`src/rtl/bus_sync_scheduler.sv`:
```
// Round-robin scheduler that shares one DATA_SYNC crossing among several requesters,
// driving unsync_bus/bus_enable with a hold-then-gap envelope per transfer.
module bus_sync_scheduler #(
  parameter int D_WIDTH     = 8,
  parameter int NUM_REQ     = 4,
  parameter int HOLD_CYCLES = 4,
  parameter int GAP_CYCLES  = 2
) (
  input  logic                       CLK,
  input  logic                       RST,
  input  logic                       sched_en,
  input  logic [NUM_REQ-1:0]         req,
  input  logic [NUM_REQ*D_WIDTH-1:0] req_data,
  output logic [NUM_REQ-1:0]         gnt,
  output logic                       done,
  output logic                       busy,
  output logic [D_WIDTH-1:0]         unsync_bus,
  output logic                       bus_enable
);

  localparam int CNT_MAX = (HOLD_CYCLES > GAP_CYCLES) ? HOLD_CYCLES : GAP_CYCLES;
  localparam int CW      = $clog2(CNT_MAX + 1);
  localparam int PW      = $clog2(NUM_REQ);
  localparam logic [CW-1:0] HOLD_LOAD = CW'(HOLD_CYCLES - 1);
  localparam logic [CW-1:0] GAP_LOAD  = CW'(GAP_CYCLES - 1);

  typedef enum logic [1:0] {IDLE, HOLD, GAP} state_t;

  state_t              state_q, state_d;
  logic [PW-1:0]       ptr_q, ptr_d;
  logic [CW-1:0]       cnt_q, cnt_d;
  logic [D_WIDTH-1:0]  bus_q, bus_d;
  logic                en_q, en_d;
  logic [NUM_REQ-1:0]  gnt_q, gnt_d;
  logic                done_q, done_d;

  logic                found;
  logic [PW-1:0]       sel;

  function automatic logic [PW-1:0] wrap_idx(input logic [PW-1:0] base, input int off);
    return PW'((int'(base) + off) % NUM_REQ);
  endfunction

  // First asserted request at or above the pointer, wrapping around.
  always_comb begin
    found = 1'b0;
    sel   = ptr_q;
    for (int i = 0; i < NUM_REQ; i++) begin
      if (!found && req[wrap_idx(ptr_q, i)]) begin
        found = 1'b1;
        sel   = wrap_idx(ptr_q, i);
      end
    end
  end

  always_comb begin
    state_d = state_q;
    ptr_d   = ptr_q;
    cnt_d   = cnt_q;
    bus_d   = bus_q;
    en_d    = en_q;
    gnt_d   = '0;
    done_d  = 1'b0;
    unique case (state_q)
      IDLE: begin
        if (sched_en && found) begin
          state_d = HOLD;
          ptr_d   = wrap_idx(sel, 1);
          cnt_d   = HOLD_LOAD;
          bus_d   = req_data[sel*D_WIDTH +: D_WIDTH];
          en_d    = 1'b1;
          gnt_d   = NUM_REQ'(1) << sel;
        end
      end
      HOLD: begin
        if (cnt_q == '0) begin
          state_d = GAP;
          cnt_d   = GAP_LOAD;
          en_d    = 1'b0;
        end else begin
          cnt_d = cnt_q - 1'b1;
        end
      end
      GAP: begin
        // done lands in the first IDLE cycle, where a new grant may also be taken.
        if (cnt_q == '0) begin
          state_d = IDLE;
          done_d  = 1'b1;
        end else begin
          cnt_d = cnt_q - 1'b1;
        end
      end
      default: state_d = IDLE;
    endcase
  end

  always_ff @(posedge CLK or negedge RST) begin
    if (!RST) begin
      state_q <= IDLE;
      ptr_q   <= '0;
      cnt_q   <= '0;
      bus_q   <= '0;
      en_q    <= 1'b0;
      gnt_q   <= '0;
      done_q  <= 1'b0;
    end else begin
      state_q <= state_d;
      ptr_q   <= ptr_d;
      cnt_q   <= cnt_d;
      bus_q   <= bus_d;
      en_q    <= en_d;
      gnt_q   <= gnt_d;
      done_q  <= done_d;
    end
  end

  assign gnt        = gnt_q;
  assign done       = done_q;
  assign busy       = (state_q != IDLE);
  assign unsync_bus = bus_q;
  assign bus_enable = en_q;

endmodule
```
`config.mk`:
```
export PLATFORM = sky130hd
export DESIGN_NAME = bus_sync_scheduler
export DESIGN_NICKNAME = d
export VERILOG_FILES = /design/src/rtl/bus_sync_scheduler.sv
export SDC_FILE = /design/constraint.sdc
export NUM_CORES = 1
export LEC_CHECK = 0
export ABC_CLOCK_PERIOD_IN_PS = 2900
export CAP_MARGIN = 0
export CORE_MARGIN = 4
export CORE_UTILIZATION = 47
export DETAILED_ROUTE_END_ITERATION = 6
export PLACE_DENSITY = 0.9
export SYNTH_ARGS = -nofsm -noshare
export SYNTH_HDL_FRONTEND = slang
export SYNTH_SLANG_ARGS = --single-unit
```
`constraint.sdc`:
```
create_clock -name CLK -period 2.9 [get_ports CLK]
set_clock_uncertainty 0.05 [all_clocks]
set_input_delay 0.58 -clock CLK [delete_from_list [all_inputs] [get_ports CLK]]
set_output_delay 0.58 -clock CLK [all_outputs]
set_load 0.1 [all_outputs]
```
; ---- Word level (Yosys, flattened, before mapping)
; Cells that the tools add are included.
[word_totals]
regBits = 21
in_bits = 39
elab_cells = 70
[classes]
n_addsub = 5
order_cmp = 4
n_eq_ne = 6
shifts = 2
mux = 30
reduce_logical = 16
[ops]
columns = cell, n
row1 = 32-bit by 6-bit indexed part select with 8-bit output, 1
row2 = "2-bit by 3-bit less-than comparator with 1-bit output, second input constant", 4
row3 = 1-bit two-way mux, 12
row4 = 2-bit two-way mux, 6
row5 = 3-bit two-way mux, 3
row6 = 3-bit one-hot mux with 3 select lines, 1
row7 = 3-bit AND reduction, 3
row8 = 1-bit binary-select mux with 2-bit select, 4
row9 = 4-bit two-way mux, 2
row10 = "2-bit != test, second input constant", 4
row11 = 2-bit one-hot mux with 3 select lines, 1
row12 = "2-bit by 1-bit adder with 2-bit output, second input constant", 2
row13 = "2-bit adder, second input constant", 2
row14 = 1-bit logical AND, 4
row15 = 2-bit nonzero test, 2
row16 = "1-bit by 2-bit left shift with 4-bit output, first input constant", 1
row17 = 1-bit logical NOT, 3
row18 = 3-bit logical NOT, 1
row19 = 3-bit nonzero test, 1
row20 = "3-bit by 1-bit subtractor with 3-bit output, second input constant", 1
row21 = "2-bit by 1-bit == test with 1-bit output, second input constant", 1
row22 = "2-bit == test, second input constant", 1
row23 = 2-bit logical NOT, 1
row24 = 1-bit one-hot mux with 2 select lines, 1
row25 = 2-bit AND reduction, 1

; ---- Logic depth before layout (Yosys ltp)
[logic_depth]
word_depth = 15
mapped_depth = 8

; ---- Worst setup path after synthesis
; Ideal clock, no wire load.
[synth_timing]
path_kind = flip-flop to flip-flop
start = register state_q[0]
end = register bus_q[3], in the netlist unsync_bus[3]
setup_ns = 0.094
arrival_time_ns = 1.991
required_ns = 2.756
path_slack_ns = 0.765
stages_incl_launch_ff = 8
period_less_slack_ns = 2.135
path_cell_list = dfrtp_1 -> inv_1 -> ha_1 -> inv_1 -> nor2_2 -> clkbuf_1 -> nor2_1 -> a211oi_1
[synth_between]
elab_chain_len = 2
[synth_rtl]
columns = item, line
row1 = start: declaration, 29  ; state_t state_q, state_d;
row2 = start signal: assignment, 107  ; state_q <= state_d;
row3 = 2-bit logical NOT, 64  ; unique case (state_q)
row4 = 2-bit AND reduction (no line), -
row5 = end signal: assignment, 110  ; bus_q <= bus_d;
row6 = end: declaration, 32  ; logic [D_WIDTH-1:0] bus_q, bus_d;
; Every way passes these cells.
; A chain may end at the register's enable or synchronous reset.

; ---- Worst setup path in the final report
[layout_timing]
start = input port req[1]
end = register bus_q[5], in the netlist unsync_bus[5]
[layout_between]
elab_chain_len = 14
word_cells_on_any_way = 24
cone_classes = shift: 1 / mux: 15 / reduce/logical: 8
[layout_rtl]
columns = item, line
row1 = start: declaration, 12  ; input logic [NUM_REQ-1:0] req,
row2 = "parallel branches: the longest is 14 deep, another holds 1-bit binary-select mux with 2-bit select", -
; Several ways; the timed one is not identified. The select of a mux whose other input is x is not followed.

==> flow_summary.yaml <==
status:
  status: "finished clean"
placed_design:
  place_hpwl_mm: 2.95
  port_buffers: 53
  gp_congestion: 0.818
yosys:
  synthTopCellsByArea: "dfrtp_1 38%, mux2i_1 6.5%, a211oi_2 5.4%, a211oi_1 4.9%, ha_1 4.5%"
  syn_area_per_cell_um2: 10.6
  synth_cell_types: 39
  ys_seq_elements: 21
  synth-warning-count: 0
  netlist.area_leader.share_pct: 37.7
  synth_edf_count: 0
  synth_fp_nets: 175
  async_reset_ff_share_pct: 100
  syn_inst: 131
  yosysTopAreaCell: "dfrtp_1"
  synth_area_um2: 1390
  synth_seq_area_share_pct: 37.7
  synth_ff_type: "dfrtp_1"
sta:
  relSlewSlack_pct: 42.2
  worst_hold_slack_ns: 0.514
  rsz0062_at_grt: "false"
  fin_tns_setup_ns: 0
  fin_crit_ns: 2.45
  worst_pin_slew_ns: 0.860
  final-hold-violation-count: 0
  drv_slew: 0
  finalSetupViolations: 0
  fmax_mhz: 409
  finalCritPeriodShare_pct: 84.4
setup_path:
  rrSetupSlack_ns: 0.85
  crit_chain: "clkdlybuf4s50_1, nor3b_2, a2111oi_4, nor4_2, a211oi_1"
  endpoint: "unsync_bus[5]$_DFFE_PN0P_"
  ff2ff_path_depth: 4
  crit_fanout: 9
  cpMaxStageDelayCell: "nor4_2"
  end_kind: "flip-flop"
  crit_start: "req[1]"
  r2r-start: "ptr_q[1]$_DFFE_PN0P_"
  required_ns: 3.01
  cp-start-kind: "input port"
  max_stage_delay_ns: 0.78
  reg2reg_to: "unsync_bus[5]$_DFFE_PN0P_"
  worstSetupPathType: "input port to flip-flop"
  crit_arrival_ns: 2.56
cells_and_area:
  fin_nets: 236
  area_growth_pct: 41.7
  utilization_pct: 70.3
  drive_gt1_share_pct: 22.5
  fillCellCount: 222
  diodes: 0
floorplanning:
  fp.dieH_um: 62.4
  row_count: 19
  ioPinCount: 54
  coreArea_um2: 2810
  start_util_pct: 49.6
  die_w_um: 62.4
  dieArea_um2: 3900
clock_tree:
  htreeDepth: 1
  cts_root_buf: "clkbuf_4"
  post_cts_buffers: 0
  clock-sinks: 21
  cts.repair.resized: 0
  hold_buffers: 0
  insertion_delay_ns: 0.32
  clockBufferDepth: 2
  numCtsBuffers: 3
  cts.reportedPaths.clkPinSlew_ns: 0.12
  cts_tree: "yes"
global_routing:
  grt_antenna_before_repair: 0
  grt_max_degree: 22
  gr-usage-all-layers_pct: 19.9
  grt_pass1_vias: 1384
  grt_overflow: 0
  grt_pass1_wl_mm: 6.33
detailed_routing:
  ant_nets: 0
  wl_mm: 3.69
  vias: 1278
  wl_per_cell_um: 16.6
  drt_iter0_markers: 97
  dr.pass1.iters: 4
  vias_per_cell: 5.76
  drc: 0
job:
  maxCapViolCount: 0
worst_hold_path:
  hp-class: "flip-flop to flip-flop"
  hold_depth: 2
power:
  leakage_nw: 0.837
  cellPowerDensity_nw_per_um2: 1100
  max-vdd-ir-drop_mv: 0.636
  total_power_mw: 2.18
-- critical path: cells and delay by family --
| kind | cells | cell delay (ns) |
|---|---|---|
| simple gates | 2 | 1.11 |
| buf+inv | 1 | 0.57 |
| compound gates | 2 | 0.30 |
-- cells in the final DEF (no fill, tap or decap), types with 2 or more instances in the layout --
cell	n
a21o_1	2
o21a_1	2
nand2_1	6
ha_1	5
mux2i_1	9
nor3_1	2
inv_1	7
nor2_1	16
a21oi_1	5
nand2b_1	4
o31ai_1	2
a22oi_1	2
o31a_1	7
a211oi_2	6
buf_4	21
dfrtp_1	21
clkbuf_4	3
nor2b_1	3
clkdlybuf4s50_1	38
a211oi_1	9
-- flip-flops by register name (all words and copies together) (netlist names) --
signal / flops
bus_enable: 1
cnt_q: 3
done: 1
gnt: 4
ptr_q: 2
state_q: 2
unsync_bus: 8
-- layer usage --
| layer | up-vias | track usage, % | share of wire (%) |
|---|---|---|---|
| met4 | 0 | 9.92 | 2.6 |
| met1 | 599 | 23.1 | 38 |
| met3 | 11 | 3.42 | 5.2 |
| met5 | - | 0 | 0 |
| li1 | 610 | - | - |
| met2 | 58 | 35.2 | 54 |
-- kinds of logic after synthesis --
logic type | synth area share (%)
adder cells (fa/ha/maj) | 4.49
buffers and inverters | 5.21
multiplexers | 6.47
AO/OA/AOI/OAI | 29.7
XOR/XNOR | 0.629
flip-flops | 37.7
AND/OR/NAND/NOR | 15.7
-- how the worst min path moves through the flow --
stage,to,start
2_1_floorplan,bus_enable$_DFFE_PN0P_,RST
3_3_place_gp,cnt_q[2]$_DFFE_PN0P_,cnt_q[2]$_DFFE_PN0P_
5_1_grt,cnt_q[1]$_DFFE_PN0P_,cnt_q[1]$_DFFE_PN0P_
6_report,bus_enable$_DFFE_PN0P_,bus_enable$_DFFE_PN0P_
4_1_cts,bus_enable$_DFFE_PN0P_,bus_enable$_DFFE_PN0P_
3_5_place_dp,bus_enable$_DFFE_PN0P_,bus_enable$_DFFE_PN0P_
-- synthesized netlist by cell type, types with 3 or more instances --
cell,instances
mux2i_1,9
a21oi_1,5
a211oi_2,6
nor2_1,16
dfrtp_1,21
nand2_1,6
a211oi_1,9
ha_1,5
inv_1,7
nand2b_1,4
nor2b_1,3
o31a_1,7
-- through the flow --
step	instance area [um^2]	setup WS [ns]	cells
after global placement	1940	0.256	218
after detailed placement	1940	0.109	218
after floorplan	1390	0.765	131
final	1970	0.453	222
after global routing	1970	0.301	222
after CTS	1970	0.450	222
-- cell type report --
cell class	instances	area [um^2]	share of cell area, %
flip-flops and latches	21	526	26.6
inverters	7	26.3	1.33
multi-input cells	99	795	40.3
clock inverters	1	7.51	0.380
well taps	31	38.8	1.97
repair buffers	60	558	28.3
clock buffers	3	22.5	1.14
-- where the power goes --
| group | internal (mW) | switching, mW |
|---|---|---|
| Sequential | 0.407 | 0.0839 |
| Combinational | 0.457 | 1.08 |
| Clock | 0.0527 | 0.101 |
| Total | 0.917 | 1.26 |
Power figures use the tool's default switching activity.
